### src/rtl/if_stage_param.sv
// Pipelined instruction-fetch stage: PC, loadable instruction memory and an IF/ID
// output register with valid/ready handshake, redirect/flush and optional jump predecode.
module if_stage_param #(
    parameter int                 INSTR_W   = 8,
    parameter int                 OPC_W     = 2,
    parameter int                 REG_W     = 3,
    parameter int                 ADDR_W    = 8,
    parameter int                 DEPTH     = 64,
    parameter logic [OPC_W-1:0]   JMP_OPC   = 2'b11,
    parameter int                 PREDECODE = 1
) (
    input  logic               clk,
    input  logic               reset,
    input  logic               fetch_en,
    input  logic               redirect_valid,
    input  logic [ADDR_W-1:0]  redirect_addr,
    input  logic               prog_we,
    input  logic [ADDR_W-1:0]  prog_addr,
    input  logic [INSTR_W-1:0] prog_data,
    input  logic               out_ready,
    output logic               out_valid,
    output logic [ADDR_W-1:0]  out_pc,
    output logic [INSTR_W-1:0] out_instr,
    output logic [OPC_W-1:0]   opcode,
    output logic [REG_W-1:0]   rdest,
    output logic [REG_W-1:0]   rsrc,
    output logic [REG_W-1:0]   imm,
    output logic [ADDR_W-1:0]  jump_addr
);

    localparam int FLD_W = INSTR_W - OPC_W;
    localparam int IDX_W = (DEPTH > 1) ? $clog2(DEPTH) : 1;
    // Bits of the PC replaced by the instruction's target field on a jump.
    localparam logic [ADDR_W-1:0] LOW_MASK =
        (ADDR_W > FLD_W) ? ADDR_W'((1 << FLD_W) - 1) : {ADDR_W{1'b1}};

    logic [INSTR_W-1:0] mem [DEPTH];
    logic [ADDR_W-1:0]  pc;
    logic [ADDR_W-1:0]  pc_next;
    logic [INSTR_W-1:0] rd_data;
    logic               advance;
    logic               is_jmp;

    function automatic logic [ADDR_W-1:0] jtgt(input logic [ADDR_W-1:0]  p,
                                               input logic [INSTR_W-1:0] i);
        return (p & ~LOW_MASK) | (ADDR_W'(i[FLD_W-1:0]) & LOW_MASK);
    endfunction

    // Addresses beyond the populated memory fetch as NOP.
    always_comb begin
        rd_data = '0;
        if (32'(pc) < DEPTH)
            rd_data = mem[pc[IDX_W-1:0]];
    end

    assign advance = !out_valid || out_ready;
    assign is_jmp  = (PREDECODE != 0) && (rd_data[INSTR_W-1 -: OPC_W] == JMP_OPC);
    assign pc_next = is_jmp ? jtgt(pc, rd_data) : pc + 1'b1;

    // Program port; contents survive reset.
    always_ff @(posedge clk) begin
        if (prog_we && (32'(prog_addr) < DEPTH))
            mem[prog_addr[IDX_W-1:0]] <= prog_data;
    end

    always_ff @(posedge clk) begin
        if (reset) begin
            pc        <= '0;
            out_valid <= 1'b0;
            out_pc    <= '0;
            out_instr <= '0;
        end else if (redirect_valid) begin
            pc        <= redirect_addr;
            out_valid <= 1'b0;
        end else if (advance) begin
            if (fetch_en) begin
                out_valid <= 1'b1;
                out_pc    <= pc;
                out_instr <= rd_data;
                pc        <= pc_next;
            end else begin
                out_valid <= 1'b0;
            end
        end
    end

    assign opcode    = out_instr[INSTR_W-1 -: OPC_W];
    assign rdest     = out_instr[2*REG_W-1 -: REG_W];
    assign rsrc      = out_instr[REG_W-1:0];
    assign imm       = rsrc;
    assign jump_addr = jtgt(out_pc, out_instr);

endmodule

### config.mk
export PLATFORM = sky130hd
export DESIGN_NAME = if_stage_param
export DESIGN_NICKNAME = d
export VERILOG_FILES = /design/src/rtl/if_stage_param.sv
export SDC_FILE = /design/constraint.sdc
export NUM_CORES = 1
export LEC_CHECK = 0
export BUFFER_PORTS_ARGS = -buffer_cell sky130_fd_sc_hd__buf_2
export CORE_MARGIN = 3
export CORE_UTILIZATION = 45
export DETAILED_ROUTE_END_ITERATION = 6
export MAX_ROUTING_LAYER = met4
export PLACE_DENSITY = 0.64
export SLEW_MARGIN = 0
export SYNTH_ARGS = -nofsm -noshare
export SYNTH_HDL_FRONTEND = slang
export SYNTH_SLANG_ARGS = --single-unit
### constraint.sdc
create_clock -name clk -period 3.6 [get_ports clk]
set_clock_uncertainty 0.1 [all_clocks]
set_input_delay 0.72 -clock clk [delete_from_list [all_inputs] [get_ports clk]]
set_output_delay 0.72 -clock clk [all_outputs]
set_load 0.05 [all_outputs]
==> results of run 1 <==
[sequential cells by signal, summed over array words and instances, names as in the netlist, named ones only]
name	flops
pc	8
mem	512
out_pc	8
out_instr	8
out_valid	1
[placed cells by master (no fill, tap or decap), types with 22 or more instances in the layout]
| cell | instances |
|---|---|
| buf_2 | 65 |
| mux4_2 | 136 |
| buf_4 | 91 |
| nor2_1 | 90 |
| edfxtp_1 | 512 |
| mux2i_1 | 22 |
| nand2_1 | 37 |
| dfxtp_1 | 28 |
| clkbuf_16 | 55 |
| a22oi_1 | 32 |
[where the power goes]
part           total (W)  leakage [nW]  internal, W  switching (W)
combinational    0.00123          2.15     0.000518       0.000707
sequential       0.00703          4.86      0.00694      0.0000845
clock            0.00556         0.879      0.00326        0.00230
[final timing paths]
path	depth (start not counted)	slack, ps	end	startpoint
worst max-delay path	10	360	flip-flop	flip-flop
worst min-delay path	3	280	pc[7]$_SDFFE_PP0P_	redirect_addr[7]
worst max register to register	10	360	flip-flop	flip-flop
worst min register to register	2	360	out_pc[2]$_SDFFE_PP0P_	out_pc[2]$_SDFFE_PP0P_
[final cells by class]
type / count / area share
sequential: 543 / 0.6504
multi-input combinational: 447 / 0.1985
clock buffer: 63 / 0.05796
timing repair buffer: 165 / 0.04830
tap: 607 / 0.03086
clock inverter: 34 / 0.01332
inverter: 4 / 0.0006101
[logic make-up after synthesis]
kind of cell / after synthesis / share of synthesized area
flops: 543 / 0.7490
simple gates: 201 / 0.04430
buf+inv: 80 / 0.02221
xor+xnor: 4 / 0.001640
compound gates: 78 / 0.02584
fa+ha+maj: 1 / 0.0005858
mux: 163 / 0.1564
[through the flow]
step	setup WS, ps	power [W]	utilization	instance area (um^2)
after floorplan	825.3	0.007939	-	21350
after global placement	445.1	0.008384	0.4888	22850
after detailed placement	353.3	0.008395	0.4888	22850
after CTS	329.5	0.01394	0.5263	24610
after global routing	77.39	0.01429	0.5263	24610
final	362.6	0.01381	0.5263	24610
[layer usage]
layer	up-vias	wire, um
met1	5738	21720
met3	71	3659
met2	478	23280
li1	4662	-
met4	0	952
met5	-	0
[worst register-to-register path: cells and delay by family (launching register included)]
family	cells	cell delay (ps)
AO/OA/AOI/OAI	3	1040
buffers and inverters	5	1120
flip-flops	1	550
multiplexers	1	160
AND/OR/NAND/NOR	1	160
==> impl_metrics.toml, run 1 <==
[run_status]
run_status = "completed"

[final_layout]
multi_input_gate_area_mm2 = 0.004885
antenna-diode-count = 0
finish.cell_count_without_fillers = 1863
fillers = 3642
drive_above_1_share = 0.3169
areaGrowthSynthToFinish_pct = 15.24
final_nets = 1246
ff_latch_area_mm2 = 0.01601

[drt]
dr.pass1.iters = 6
drt-total-wl_mm = 49.61
remaining_drc_errors = 0
avgViaCountPerCell = 5.877
detailroute.via_count = 10949
drt-wirelength-per-cell_um = 26.63
detail-route-antenna-nets = 0
first_iter_violations = 1377

[yosys]
synth_largest_type_area_fraction = 0.7200
yosysMostFrequentCell = "edfxtp_1"
synth.net_count = 1101
yosysUniqueCellTypes = 55
synthesized_cell_area_mm2 = 0.02135
ys_seq_area_frac = 0.7490
netlist.top_cell.by_area = "edfxtp_1"
synth_top_cells_by_count = "edfxtp_1 (512), mux4_2 (136), nor2_1 (90)"
post_synth_inst_count = 1070
synth_enable_flop_cells = 512
synth_warnings = 0
seq_cells_post_synth = 543
netlist_top_cells_area = "edfxtp_1 (72%), mux4_2 (14%), dfxtp_1 (2.9%), nor2_1 (1.6%), a22oi_1 (1.1%)"
postSynth.topFlopCell = "edfxtp_1"
postSynth.asyncResetShare = 0
syn_area_per_cell_um2 = 19.96

[critical_path]
worst_setup_path_end_kind = "flip-flop"
cp.buffers_inverters = 5
crit_type = "flip-flop to flip-flop"
worst_ep_required_time_ps = 3980
worstPathArrival_ps = 3620
crit_slowest_cell = "a2111oi_1"
crit_top_cell = "buf_4"
crit_chain = "buf_12, buf_4, buf_4, mux2i_1, buf_4, a2111oi_1, o21ai_1, buf_4, nand2b_1, a211oi_1"
timing.critical_path.slowest_cell_delay_ps = 620
critical_path.max_fanout = 16
critical-path-top-delay-family = "buffers and inverters"
start_kind = "flip-flop"

[timing]
rsz_0062_raised_after_global_routing = "false"
finalSetupViolations = 0
achievable-frequency_mhz = 308.9
period_share = 0.8993
final.min_clock_period_ps = 3237
timing.setup.tns_ps = 0
number_of_hold_slack_violations_in_the_final_timing_report = 0
timing.max_slew.rel_slack = 0.1460
hold-worst-slack_ps = 279.3
drv_slew = 0
timing_worst_slew_pin_value_ps = 1281

[run]
cap_violations = 0

[placement]
dp_hpwl_mm = 31.40
gp_routability_congestion = 0.8164
place.port_buffers = 65
total_instance_count_after_detailed_placement = 1766

[global_route]
grtUsageMet2 = 0.3147
grt_overflow_total = 0
initial_antenna_violation_count = 0
grt_pass1_vias = 10944
grt_start_max_net_pins = 65
busiest_layer = "met2"
globalRouteTotalUtil = 0.2091
global_route.usage.met3 = 0.03853
grt.met1_usage = 0.3019
grt_first_pass_wirelength_mm = 74.24

[floorplan]
placement_row_count = 79
dieWidth_um = 223.8
design.die.area_mm2 = 0.05010
fp.dieH_um = 223.8
design.core.area_mm2 = 0.04675
io_pins = 66
start_util = 0.4567

[clock_tree]
cts_inserted_buffers = 54
post_cts.resized_instances = 0
cts-hold-fix-buffers = 0
clockRootBuffer = "clkbuf_16"
worst_skew_late_latency_ps = 590
clock_tree.htree_level_count = 2
post_cts.repair.setup_buffers = 0
cts.clk_slew.worst_paths_ps = 60
clock_tree.buffer_depth = 3
clock_tree_from_tritoncts = "done"
clock_sink_count = 543

[worst_hold_path]
hold_wc_path_type = "input port to flip-flop"

[pwr]
static-leakage-power_nw = 7.882
power-per-cell-area_mw_per_mm2 = 561.2
peakVddDrop_v = 0.0003678
No activity file was read; power rests on OpenSTA's default activity.
==> run 2: changes to the inputs <==
ABC_AREA = 1   (was default)
==> run 2 against run 1 <==
- global-route usage grew 0.84 points
- worst setup slack gained 290 ps
- non-clock buffer count shrank 56
- design area grew 1.0%
- area after synthesis grew 5.2%
==> impl_metrics.toml, run 2 <==
[final_layout]
antenna-diode-count = 0
drive_above_1_share = 0.09452
mostFrequentLayoutCells = "nand2_1 (639), edfxtp_1 (512), nand3_1 (431)"
final_design_area_no_fill_mm2 = 0.02486
largest_register_ff_count = 512
areaGrowthSynthToFinish_pct = 10.66
final_nets = 2030
most_common_cell_after_layout_fill_and_taps_aside = "nand2_1"

[global_route]
globalRouteTotalUtil = 0.2176
grt_pass1_vias = 14686
grt_overflow_total = 0
grt_first_pass_wirelength_mm = 85.83
grt_start_max_net_pins = 129
initial_antenna_violation_count = 0

[drt]
avgViaCountPerCell = 5.492
drt-wirelength-per-cell_um = 20.59
first_iter_violations = 1460
dr.pass1.iters = 5
drt-total-wl_mm = 55.73
remaining_drc_errors = 0
detailroute.via_count = 14861
detail-route-antenna-nets = 0

[timing]
finalSetupViolations = 0
final.min_clock_period_ps = 2943
timing.setup.tns_ps = 0
achievable-frequency_mhz = 339.8
timing_worst_slew_pin_value_ps = 1083
number_of_hold_slack_violations_in_the_final_timing_report = 0
rsz_0062_raised_after_global_routing = "false"
drv_slew = 0
hold-worst-slack_ps = 285.4
period_share = 0.8175
timing.max_slew.rel_slack = 0.2773

[clock_tree]
clock_tree.buffer_depth = 3
clock_tree.htree_level_count = 2
clockRootBuffer = "clkbuf_16"
cts-hold-fix-buffers = 0
clock_sink_count = 543
clock_tree_from_tritoncts = "done"
worst_skew_late_latency_ps = 610
post_cts.repair.setup_buffers = 0
cts_inserted_buffers = 55
post_cts.resized_instances = 0
cts.clk_slew.worst_paths_ps = 60

[pwr]
peakVddDrop_v = 0.0003866
design_power_total_w = 0.01386
static-leakage-power_nw = 8.919
power-per-cell-area_mw_per_mm2 = 557.5

[yosys]
post_synthesis_compound_gate_area_fraction = 0.01905
synth_top_cells_by_count = "nand2_1 (639), edfxtp_1 (512), nand3_1 (431)"
synth_top_family_by_area = "simple AND/OR/NAND/NOR gates"
synth_enable_flop_cells = 512
yosysMostFrequentCell = "nand2_1"
ys_seq_area_frac = 0.7121
post_synth_inst_count = 1967
multiplexer_share_of_the_synthesized_area = 0
yosysUniqueCellTypes = 30
synth_largest_type_area_fraction = 0.6845
syn_area_per_cell_um2 = 11.42
postSynth.topFlopCell = "edfxtp_1"
postSynth.asyncResetShare = 0
synth.net_count = 1998
netlist.top_cell.by_area = "edfxtp_1"
synth_warnings = 0
synth_simple_gate_area_frac = 0.2223
netlist_top_cells_area = "edfxtp_1 (68%), nand2_1 (11%), nand3_1 (9.6%), dfxtp_1 (2.8%), buf_4 (1.5%)"
seq_cells_post_synth = 543
synth-adder-area-share = 0.0005570
synthesized_cell_area_mm2 = 0.02246
synth_xor_xnor_area_share = 0.001560

[critical_path]
timing.critical_path.slowest_cell_delay_ps = 380
worst_ep_required_time_ps = 3980
start_kind = "flip-flop"
crit_top_cell = "nand3_1"
timing.reg2reg.worst_path_depth = 15
crit_chain = "buf_12, buf_12, nand2_1, nand3_1, nand3_1, nand2_1, nand2_1, nand3_1, nand3_1, nand2_2, nand2_1, nor2_1, nand3_1, nand3_1, a21oi_1"
worst_setup_path_end_kind = "flip-flop"
worstPathArrival_ps = 3330
crit_type = "flip-flop to flip-flop"
critical_path.max_fanout = 112
crit_slowest_cell = "dfxtp_4"
ff2ff_setup_slack_ps = 660

[run_status]
run_status = "completed"

[run]
cap_violations = 0

[placement]
gp_routability_congestion = 0.8642
dpl-instance-area_mm2 = 0.02320
place.port_buffers = 65
dp_hpwl_mm = 33.25

[worst_hold_path]
timing.hold.worst_endpoint = "out_valid$_SDFFE_PP0P_"
hold_wc_path_type = "input port to flip-flop"
hold_path.startpoint = "fetch_en"
worst_hold_path.num_cells = 3

[floorplan]
design.core.area_mm2 = 0.04915
io_pins = 66
start_util = 0.4570
placement_row_count = 81
fp.dieH_um = 229.4
design.die.area_mm2 = 0.05263
dieWidth_um = 229.4
==> run 2: cell type report <==
| cell class | instances | area, um^2 |
|---|---|---|
| clock buffers | 64 | 1410 |
| multi-input cells | 1261 | 5468 |
| flip-flops and latches | 543 | 16000 |
| well taps | 664 | 830.8 |
| fillers | 4295 | 24300 |
| inverters | 29 | 116.4 |
| clock inverters | 36 | 246.5 |
| repair buffers | 109 | 780.7 |
==> run 2: critical path, delay by kind of cell, from the launching register on <==
family          cells  cell delay, ps
simple gates       12            1410
compound gates      1              70
buf+inv             2             660
flops               1             380
==> run 2: kinds of logic (layout without fill, tap and decap cells) <==
kind of cell    count (synthesis)  after routing
simple gates                 1172           1172
flops                         543            543
buf+inv                       163            238
compound gates                 84             84
xor+xnor                        4              4
fa+ha+maj                       1              1
==> run 2: layer usage <==
layer  global-route usage  vias up  share of wire  routed length [um]
li1                     -     6944              -                   -
met5                    -        -              0                   0
met2               0.3527      556           0.48               26630
met3              0.04030      123          0.075                4188
met4              0.07510        0          0.034                1880
met1               0.2769     7238           0.41               23030
==> run 2: where the power goes <==
part / internal (W) / switching [W]
clock: 0.00300 / 0.00233
sequential: 0.00694 / 0.0000374
combinational: 0.000406 / 0.00114
total: 0.0103 / 0.00351
==> run 2: worst max path at each step <==
stage	depth (start not counted)	from	slack (ps)	endpoint
floorplan	3	prog_addr[7]	1070	mem[0][0]$_DFFE_PP_
finish	15	flip-flop	660	flip-flop
global route	15	flip-flop	460	flip-flop
global placement	15	flip-flop	810	flip-flop
CTS	15	flip-flop	750	flip-flop
detailed placement	15	flip-flop	770	flip-flop
==> run 2: per-stage QoR <==
step / setup WS [ps] / std cells / util
after floorplan: 1067 / 1967 / -
after global placement: 814.3 / 2606 / 0.4720
after detailed placement: 773.5 / 2606 / 0.4720
after CTS: 745.1 / 2706 / 0.5057
after global routing: 456.2 / 2706 / 0.5057
final: 656.9 / 2706 / 0.5057
==> run 3: changes to the inputs <==
clock period = 2.9 ns   (was 3.6 ns; I/O delays follow)
==> run 3 against run 2 <==
- wire length up 0.55%
- design area up 2.0%
- clock power up 23%
- total power up 24%
- sequential share of layout area down 1.3 points
- first-iteration DRC count up 12%
- non-clock buffer count up 55
- combinational power up 28%
- cell count up 2.0%
- sequential cell count unchanged
- hold slack worse by 120 ps
- via count up 0.94%
==> impl_metrics.toml, run 3 (same netlist as run 2, synthesis figures left out) <==
[critical_path]
critical_path.max_fanout = 38
worstPathArrival_ps = 3100
timing.critical_path.slowest_cell_delay_ps = 390
crit_type = "flip-flop to flip-flop"
r2r-end = "pc[0]$_SDFFE_PP0P_"
worst_setup_path_end_kind = "flip-flop"
start_kind = "flip-flop"
crit_chain = "inv_6, buf_12, nand2_1, nand3_1, nand3_1, nand2_1, nand2_1, nand3_1, nand3_1, nand2_2, nand3_4, nand2_1, nand3_1, nand2_1, a21oi_1, buf_4"
crit_slowest_cell = "dfxtp_4"
worst_ep_required_time_ps = 3290
ff2ff_setup_slack_ps = 190
timing.reg2reg.worst_path_depth = 16

[timing]
timing.max_slew.rel_slack = 0.4407
finalSetupViolations = 0
period_share = 0.9354
timing_worst_slew_pin_value_ps = 835.8
achievable-frequency_mhz = 368.6
number_of_hold_slack_violations_in_the_final_timing_report = 0
drv_slew = 0
timing.setup.tns_ps = 0
final.min_clock_period_ps = 2713
rsz_0062_raised_after_global_routing = "false"

[global_route]
initial_antenna_violation_count = 0
grt_overflow_total = 0
grt_start_max_net_pins = 102
grt.met1_usage = 0.2858
grt_pass1_vias = 14461
grtUsageMet2 = 0.3567
busiest_layer = "met2"
grt_first_pass_wirelength_mm = 86.39
global_route.usage.met3 = 0.03147
globalRouteTotalUtil = 0.2188

[drt]
first_iter_violations = 1631
avgViaCountPerCell = 5.437
remaining_drc_errors = 0
drt-wirelength-per-cell_um = 20.31
detail-route-antenna-nets = 0
detailroute.via_count = 15001
drt-total-wl_mm = 56.03
dr.pass1.iters = 6

[final_layout]
ff_latch_area_mm2 = 0.01600
antenna-diode-count = 0
largest_register_ff_count = 512
mostFrequentLayoutCells = "nand2_1 (639), edfxtp_1 (512), nand3_1 (431)"
drive_above_1_share = 0.1169
final_nets = 2083
multi_input_gate_area_mm2 = 0.005468
fillers = 4236
post-route-util = 0.5157
most_common_cell_after_layout_fill_and_taps_aside = "nand2_1"
areaGrowthSynthToFinish_pct = 12.86

[floorplan]
io_pins = 66
design.core.area_mm2 = 0.04915
start_util = 0.4570
placement_row_count = 81
dieWidth_um = 229.4
fp.dieH_um = 229.4
design.die.area_mm2 = 0.05263

[clock_tree]
clockRootBuffer = "clkbuf_16"
worst_skew_late_latency_ps = 600
clock_tree_from_tritoncts = "done"
cts_inserted_buffers = 53
cts.clk_slew.worst_paths_ps = 70
cts-hold-fix-buffers = 0
clock_sink_count = 543
post_cts.repair.setup_buffers = 0
clock_tree.buffer_depth = 3
clock_tree.htree_level_count = 2

[run]
cap_violations = 0

[placement]
gp_routability_congestion = 0.8698
dp_hpwl_mm = 33.36
place.port_buffers = 65

[pwr]
peakVddDrop_v = 0.0004492
power-per-cell-area_mw_per_mm2 = 678.7
static-leakage-power_nw = 9.246

[worst_hold_path]
timing.hold.worst_endpoint = "out_valid$_SDFFE_PP0P_"
hold_path.startpoint = "fetch_en"
worst_hold_path.num_cells = 3
hold_wc_path_type = "input port to flip-flop"

[run_status]
run_status = "completed"
==> run 3: cell types whose count changed in the layout (fill, tap and decap cells not counted), sizes merged <==
cell      previous run  this run
clkinv              29        19
clkinvlp             3         0
clkbuf              64        74
inv                 30        31
buf                109       164
==> run 3: per-layer routing <==
metal,part of all wire,routed length [um]
met2,0.49,27350
met5,0,0
met3,0.067,3775
met1,0.42,23380
met4,0.027,1530
==> run 3: worst max path at each step <==
stage,startpoint,end
final,flip-flop,pc[0]$_SDFFE_PP0P_
after global routing,flip-flop,flip-flop
after CTS,flip-flop,pc[0]$_SDFFE_PP0P_
after detailed placement,flip-flop,flip-flop
after global placement,flip-flop,flip-flop
after floorplan,prog_addr[7],mem[0][0]$_DFFE_PP_
==> run 3: timing repair <==
action | in CTS | in global routing
setup endpoints to repair | 0 | 10
resized for setup | 0 | 1
hold endpoints to repair | 0 | 0
==> run 3: per-stage QoR <==
step	hold slack, ps	instance area (um^2)	instances	setup WS, ps	total power (W)
2_1_floorplan	365.6	22460	1967	506.5	0.01015
3_3_place_gp	396.0	23710	2661	290.7	0.01077
3_5_place_dp	403.9	23710	2661	264.2	0.01079
4_1_cts	134.2	25350	2759	245.0	0.01730
5_1_grt	203.3	25350	2759	11.72	0.01784
6_report	164.0	25350	2759	187.3	0.01721
==> run 3: final cells by class <==
type,instances,share of cell area
Sequential cell,543,0.6313
Multi-Input combinational cell,1261,0.2157
Clock buffer,74,0.05696
Timing Repair Buffer,164,0.05118
Tap cell,664,0.03277
Clock inverter,24,0.007502
Inverter,29,0.004590
==> run 3: report_power, final <==
| group | internal (W) | switching, W |
|---|---|---|
| sequential | 0.00862 | 0.0000438 |
| combinational | 0.000545 | 0.00144 |
| clock | 0.00373 | 0.00283 |
| total | 0.0129 | 0.00431 |
==> run 3: worst max-delay path: cells and delay by family (launching register included) <==
kind	cells	cell delay, ps
AO/OA/AOI/OAI	1	60
buffers and inverters	3	720
flip-flops	1	390
AND/OR/NAND/NOR	12	1310
